File: config.mk
export PLATFORM = sky130hd
export DESIGN_NAME = dircc_processing_mem_port2_arbiter
export DESIGN_NICKNAME = d
export VERILOG_FILES = /design/src/rtl/dircc_processing_mem_port2_arbiter.sv
export SDC_FILE = /design/constraint.sdc
export NUM_CORES = 1
export LEC_CHECK = 0
export CORE_MARGIN = 2
export CORE_UTILIZATION = 28
export CTS_CLUSTER_SIZE = 8
export DETAILED_ROUTE_END_ITERATION = 6
export GPL_TIMING_DRIVEN = 0
export PLACE_DENSITY = 0.88
export SETUP_SLACK_MARGIN = 0.15
export SKIP_LAST_GASP = 1
export SLEW_MARGIN = 10
export SYNTH_ARGS = -nofsm -noshare
export SYNTH_HDL_FRONTEND = slang
export SYNTH_SLANG_ARGS = --single-unit
File: constraint.sdc
create_clock -name clk -period 3.8 [get_ports clk]
set_clock_uncertainty 0.2 [all_clocks]
set_input_delay 0.76 -clock clk [delete_from_list [all_inputs] [get_ports clk]]
set_output_delay 0.76 -clock clk [all_outputs]
set_load 0.05 [all_outputs]
File: src/rtl/dircc_processing_mem_port2_arbiter.sv
// Round-robin arbiter with bounded hold sharing the 16-bit s2 memory port between RX writer (req0) and TX reader (req1).
// Define DIRCC_P2ARB_STATS_EN to add per-requester saturating stall counters with a synchronous clear.
module dircc_processing_mem_port2_arbiter #(
    parameter int ADDR_W   = 15,
    parameter int DATA_W   = 16,
    parameter int MAX_HOLD = 4
) (
    input  logic                clk,
    input  logic                reset,
    input  logic [ADDR_W-1:0]   req0_address,
    input  logic                req0_read,
    input  logic                req0_write,
    input  logic [DATA_W-1:0]   req0_writedata,
    input  logic [DATA_W/8-1:0] req0_byteenable,
    output logic                req0_waitrequest,
    output logic [DATA_W-1:0]   req0_readdata,
    output logic                req0_readdatavalid,
    input  logic [ADDR_W-1:0]   req1_address,
    input  logic                req1_read,
    input  logic                req1_write,
    input  logic [DATA_W-1:0]   req1_writedata,
    input  logic [DATA_W/8-1:0] req1_byteenable,
    output logic                req1_waitrequest,
    output logic [DATA_W-1:0]   req1_readdata,
    output logic                req1_readdatavalid,
    output logic [ADDR_W-1:0]   mem_address,
    output logic                mem_chipselect,
    output logic                mem_write,
    output logic [DATA_W-1:0]   mem_writedata,
    output logic [DATA_W/8-1:0] mem_byteenable,
    input  logic [DATA_W-1:0]   mem_readdata
`ifdef DIRCC_P2ARB_STATS_EN
    ,
    input  logic                stats_clear,
    output logic [31:0]         stall0_cnt,
    output logic [31:0]         stall1_cnt
`endif
);

    localparam logic [3:0] HOLD_LIM = 4'(MAX_HOLD - 1);

    function automatic logic [3:0] sat_inc4(input logic [3:0] v);
        return (v == 4'hF) ? v : v + 4'd1;
    endfunction

    logic       active0;
    logic       active1;
    logic       grant0;
    logic       grant1;
    logic       accept;
    logic       winner;
    logic       last_owner;
    logic       owner_vld;
    logic [3:0] hold_cnt;
    logic       rdv_pend;
    logic       rdv_id;

    assign active0 = req0_read | req0_write;
    assign active1 = req1_read | req1_write;
    assign accept  = grant0 | grant1;

    // Until the first transfer after reset there is no owner to hold for, so requester 0 wins contention.
    always_comb begin
        winner = 1'b0;
        if (owner_vld) begin
            winner = (hold_cnt < HOLD_LIM) ? last_owner : ~last_owner;
        end
    end

    // Grants are suppressed while reset is high so the memory sees an idle port.
    always_comb begin
        grant0 = 1'b0;
        grant1 = 1'b0;
        if (!reset) begin
            if (active0 && !active1) begin
                grant0 = 1'b1;
            end else if (active1 && !active0) begin
                grant1 = 1'b1;
            end else if (active0 && active1) begin
                grant0 = ~winner;
                grant1 = winner;
            end
        end
    end

    always_comb begin
        mem_chipselect = accept;
        mem_write      = 1'b0;
        mem_address    = '0;
        mem_writedata  = '0;
        mem_byteenable = '0;
        if (grant0) begin
            mem_write      = req0_write;
            mem_address    = req0_address;
            mem_writedata  = req0_writedata;
            mem_byteenable = req0_byteenable;
        end else if (grant1) begin
            mem_write      = req1_write;
            mem_address    = req1_address;
            mem_writedata  = req1_writedata;
            mem_byteenable = req1_byteenable;
        end
    end

    assign req0_waitrequest   = active0 & ~grant0;
    assign req1_waitrequest   = active1 & ~grant1;
    assign req0_readdata      = mem_readdata;
    assign req1_readdata      = mem_readdata;
    assign req0_readdatavalid = rdv_pend & ~rdv_id;
    assign req1_readdatavalid = rdv_pend & rdv_id;

    always_ff @(posedge clk or posedge reset) begin
        if (reset) begin
            last_owner <= 1'b1;
            owner_vld  <= 1'b0;
            hold_cnt   <= 4'd0;
            rdv_pend   <= 1'b0;
            rdv_id     <= 1'b0;
        end else begin
            rdv_pend <= accept & ~mem_write;
            if (accept) begin
                owner_vld <= 1'b1;
                if (owner_vld && (grant1 == last_owner)) begin
                    hold_cnt <= sat_inc4(hold_cnt);
                end else begin
                    hold_cnt   <= 4'd0;
                    last_owner <= grant1;
                end
                if (!mem_write) begin
                    rdv_id <= grant1;
                end
            end
        end
    end

`ifdef DIRCC_P2ARB_STATS_EN
    function automatic logic [31:0] sat_inc32(input logic [31:0] v);
        return (v == 32'hFFFF_FFFF) ? v : v + 32'd1;
    endfunction

    always_ff @(posedge clk or posedge reset) begin
        if (reset) begin
            stall0_cnt <= 32'd0;
            stall1_cnt <= 32'd0;
        end else if (stats_clear) begin
            stall0_cnt <= 32'd0;
            stall1_cnt <= 32'd0;
        end else begin
            if (req0_waitrequest) begin
                stall0_cnt <= sat_inc32(stall0_cnt);
            end
            if (req1_waitrequest) begin
                stall1_cnt <= sat_inc32(stall1_cnt);
            end
        end
    end
`endif

endmodule
=== Word level (Yosys, flattened, before mapping) ===
Index checks and enable logic that the tools add are counted.

* Register bits after elaboration: 8
* Output and inout bits: 71
* Logic and storage cells: 54

* Add/subtract/negate cells: 1
* $lt $le $gt $ge: 1
* Equal/unequal tests: 3
* Multiplexer cells: 20
* Bitwise gates (word level): 15
* Reductions and logical operators: 9

{| class="wikitable"
|+ Operators with widths
! cell !! count
|-
| 16-bit 2-to-1 mux || 2
|-
| 15-bit 2-to-1 mux || 2
|-
| 1-bit 2-to-1 mux || 12
|-
| 4-bit 2-to-1 mux || 2
|-
| 1-bit inverter || 7
|-
| 2-bit AND reduction || 3
|-
| 1-bit AND || 5
|-
| 4-bit by 1-bit adder with 4-bit output, second input constant || 1
|-
| 4-bit equality test, second input constant || 1
|-
| 1-bit logical AND || 4
|-
| 4-bit by 2-bit < comparator with 1-bit output, second input constant || 1
|-
| 2-bit 2-to-1 mux || 2
|-
| 1-bit OR || 3
|-
| 1-bit logical NOT || 2
|-
| 2-bit inequality test, second input constant || 1
|-
| 1-bit equality test || 1
|}

=== Longest topological paths before layout ===
* Depth in word-level cells: 11
* Gate-level depth with buffers: 7
* Depth with buffers taken out: 5

=== Least setup slack after synthesis ===
Ideal clock, no wire load.

* Path kind: register to output
* From: register hold_cnt[0]
* To: output req1_waitrequest
* Data arrival time: 2.166 ns
* Required time: 2.840 ns
* Slack: 0.674 ns
* Stages on the path, launching flop included: 7
* Buffers on the path: 1
* Path through: dfrtp_1 > ha_1 > or4_4 > nand3_1 > a21oi_2 > buf_2 > nor2_1

* Word-level cells in the longest chain between the ends: 9

{| class="wikitable"
|+ Ends and longest elaborated chain
! item !! RTL line !! RTL
|-
| start: declaration || 54 || <nowiki>logic [3:0] hold_cnt;</nowiki>
|-
| start signal: assignment || 124 || <nowiki>hold_cnt <= sat_inc4(hold_cnt);</nowiki>
|-
| 4-bit by 2-bit < comparator with 1-bit output || 66 || <nowiki>winner = (hold_cnt < HOLD_LIM) ? last_owner : ~last_owner;</nowiki>
|-
| 1-bit 2-to-1 mux || 66 ||
|-
| 1-bit 2-to-1 mux || 65 || <nowiki>if (owner_vld) begin</nowiki>
|-
| 1-bit 2-to-1 mux || 79 || <nowiki>end else if (active0 && active1) begin</nowiki>
|-
| 1-bit 2-to-1 mux || 77 || <nowiki>end else if (active1 && !active0) begin</nowiki>
|-
| 1-bit 2-to-1 mux || 75 || <nowiki>if (active0 && !active1) begin</nowiki>
|-
| 1-bit 2-to-1 mux || 74 || <nowiki>if (!reset) begin</nowiki>
|-
| 1-bit inverter || 106 || <nowiki>assign req1_waitrequest = active1 & ~grant1;</nowiki>
|-
| 1-bit AND || 106 ||
|-
| end: declaration || 23 || <nowiki>output logic req1_waitrequest,</nowiki>
|}

Every way passes these cells.

=== Worst setup path in the final report ===
* From: input req1_write
* To: output mem_address[10]

* Word-level cells in the longest chain between the ends: 8

{| class="wikitable"
|+ Ends and longest elaborated chain
! item !! RTL line !! RTL
|-
| start: declaration || 20 || <nowiki>input logic req1_write,</nowiki>
|-
| 1-bit OR (*) || 59 || <nowiki>assign active1 = req1_read | req1_write;</nowiki>
|-
| 1-bit logical AND || 79 ||
|-
| 1-bit 2-to-1 mux || 79 ||
|-
| 1-bit 2-to-1 mux || 77 ||
|-
| 1-bit 2-to-1 mux || 75 ||
|-
| 1-bit 2-to-1 mux || 74 ||
|-
| 15-bit 2-to-1 mux || 97 || <nowiki>end else if (grant1) begin</nowiki>
|-
| 15-bit 2-to-1 mux (*) || 92 || <nowiki>if (grant0) begin</nowiki>
|-
| end: declaration || 26 || <nowiki>output logic [ADDR_W-1:0] mem_address,</nowiki>
|}

Mark *: on every way between the ends. The rest lies on a longest branch, timed or not.

==> impl_metrics.env <==
export IMPL_status="finished, final reports clean"
export IMPL_drt_total_wl_um=5130
export IMPL_place_gp_congestion=0.876
export IMPL_whs_ns=0.308
export IMPL_io_pins=159
export IMPL_overflow=0
export IMPL_power_density_nw_per_um2=612
export IMPL_hold_class="flip-flop to flip-flop"
export IMPL_place_area_um2=2720
export IMPL_die_area_um2=4940
export IMPL_async_flop_share_pct=100
export IMPL_area_growth_pct=119
export IMPL_nets=379
export IMPL_synth_cell_types=41
export IMPL_clk_insertion_delay_late_ns=0.23
export IMPL_syn_num_nets=232
export IMPL_antenna_found_initial=0
export IMPL_utilization_pct=62.8
export IMPL_critical_path_class="input pin to output port"
export IMPL_cts_buffers=3
export IMPL_reg2reg_from="hold_cnt[0]"
export IMPL_cts_tree="done"
export IMPL_antennaDiodeCount=0
export IMPL_grt_max_degree=12
export IMPL_hold_end="last_owner"
export IMPL_root_buffer="clkbuf_8"
export IMPL_syn_cell_area_um2=1230
export IMPL_setup_violations=0
export IMPL_hold_depth=2
export IMPL_htreeDepth=1
export IMPL_clockBufferDepth=2
export IMPL_required_ns=2.84
export IMPL_max_slew_worst_pin_slew_ns=0.680
export IMPL_routedWlPerCell_um=15.0
export IMPL_syn_avg_cell_area_um2=8.60
export IMPL_tns_ns=0
export IMPL_cp_max_fo=10
export IMPL_rsz0062_at_grt="yes"
export IMPL_stdcell_area_um2=2700
export IMPL_drt_pass1_iter_count=4
export IMPL_vias_per_cell=4.89
export IMPL_maxSlewHeadroom_pct=54.2
export IMPL_dieWidth_um=70.3
export IMPL_dp_cells=337
export IMPL_start_kind="input pin"
export IMPL_hp_start="last_owner"
export IMPL_synth_top_flop_cell="dfrtp_1"
export IMPL_fmaxAchievable_ghz=0.279
export IMPL_syn_inst=143
export IMPL_clock_sinks=8
export IMPL_track_usage_pct=19.0
export IMPL_r2r_end="rdv_pend"
export IMPL_numPortBuffers=142
export IMPL_drv_cap=0
export IMPL_vias=1669
export IMPL_postRouteAntennaNets=0
export IMPL_clk_pin_slew_ns=0.04
export IMPL_layout_common_cells="clkdlybuf4s50_1, buf_4, a22o_1, buf_2, dfrtp_1"
export IMPL_fin_crit_ns=3.59
export IMPL_hold_viol=0
export IMPL_reg2reg_slack_ns=1.62
export IMPL_crit_path_end_kind="output port"
export IMPL_num_rows=24
export IMPL_drc=0
export IMPL_synth_seq_cells=8
export IMPL_vdd_drop_max_v=0.000350
export IMPL_slew_viol_final=0
export IMPL_cts_hold_buf=0
export IMPL_final_cell_count_no_fill=341
export IMPL_ys_seq_area_share_pct=16.4
export IMPL_grt_pass1_vias=1573
export IMPL_critPathArrivalTime_ns=2.63
export IMPL_synth_edf_count=0
export IMPL_reg2reg_depth=5
export IMPL_synth_warnings=0
export IMPL_final_common_cell="clkdlybuf4s50_1"
export IMPL_layout_drive_gt1_share_pct=30.1
export IMPL_finalCritPeriodShare_pct=94.4
export IMPL_start_util_pct=28.6
export IMPL_die_h_um=70.3
export IMPL_leakagePower_nw=1.23
export IMPL_hpwl_um=4370
export IMPL_fp_coreArea_um2=4290
export IMPL_grt_first_pass_wirelength_um=7680
export IMPL_drtIter0Drc=41
-- stage by stage --
stage	power (mW)	setup WS, ns
6_report	1.65	0.214
2_1_floorplan	1.13	0.674
4_1_cts	1.61	0.0230
5_1_grt	1.73	0.126
3_5_place_dp	1.57	-0.401
3_3_place_gp	1.56	-0.368
-- cells in the mapped netlist (all sizes together), types with 3 or more instances --
cell	number	area, um^2
buf	39	335
a22o	33	289
dfrtp	7	175
inv	6	22.5
nor2	6	22.5
nand2	5	18.8
a21oi	4	23.8
nand3	4	20.0
nor3	3	15.0
-- critical path, stage by stage --
cell and delay (ns):
clkdlybuf4s50_1 0.48, or2_2 0.36, a41oi_4 0.22, and2_4 0.19
buf_12 0.12, buf_12 0.12, a22o_1 0.13, clkbuf_4 0.23
-- where the power goes --
part	switching (mW)	total [mW]	internal, mW
clock network	0.0360	0.109	0.0729
registers	0.0379	0.159	0.122
logic	0.855	1.38	0.526
total	0.929	1.65	0.721
-- area by class of cell --
class	count	area, um^2
plain buffers	40	339
clock buffers	4	45.0
fillers	389	1600
inverters	6	22.5
multi-input cells	89	694
flip-flops and latches	8	201
well taps	52	65.1
repair buffers	142	1330
-- worst max path at each step --
stage | end | start | slack, ns | cells after the start
after floorplan | req1_waitrequest | hold_cnt[0] | 0.67 | 6
after global placement | mem_address[0] | req1_write | -0.37 | 8
after detailed placement | mem_address[10] | req1_write | -0.40 | 8
after CTS | mem_address[10] | req1_write | 0.02 | 8
after global routing | mem_address[10] | req1_write | 0.13 | 8
final | mem_address[10] | req1_write | 0.21 | 8
-- per-layer routing --
metal	vias up	track usage [%]	share of wire, %
li1	797	-	-
met1	766	22.0	39
met2	94	34.3	50
met3	12	4.33	8.5
met4	0	5.77	2.0
met5	-	0	0
-- registers in the layout, indices dropped and copies added, names as in the netlist --
register    count
last_owner      1
hold_cnt        4
owner_vld       1
rdv_pend        1
rdv_id          1
-- repair_timing --
item / 4_1_cts / 5_1_grt
endpoints found under the setup margin: 36 / 36
setup buffers: 0 / 0
gates resized for setup: 174 / 48
pin swaps: 0 / 0
-- logic make-up (layout without fill, tap and decap cells) --
| logic type | count (synthesis) | in the layout | share of synthesized area, % |
|---|---|---|---|
| adder cells (fa/ha/maj) | 1 | 1 | 1.02 |
| XOR/XNOR | 1 | 1 | 0.712 |
| buffers and inverters | 46 | 192 | 29.4 |
| flip-flops | 8 | 8 | 16.4 |
| AO/OA/AOI/OAI | 52 | 52 | 35.7 |
| multiplexers | 2 | 2 | 1.63 |
| AND/OR/NAND/NOR | 33 | 33 | 15.2 |
No activity file was read; power rests on OpenSTA's default activity.
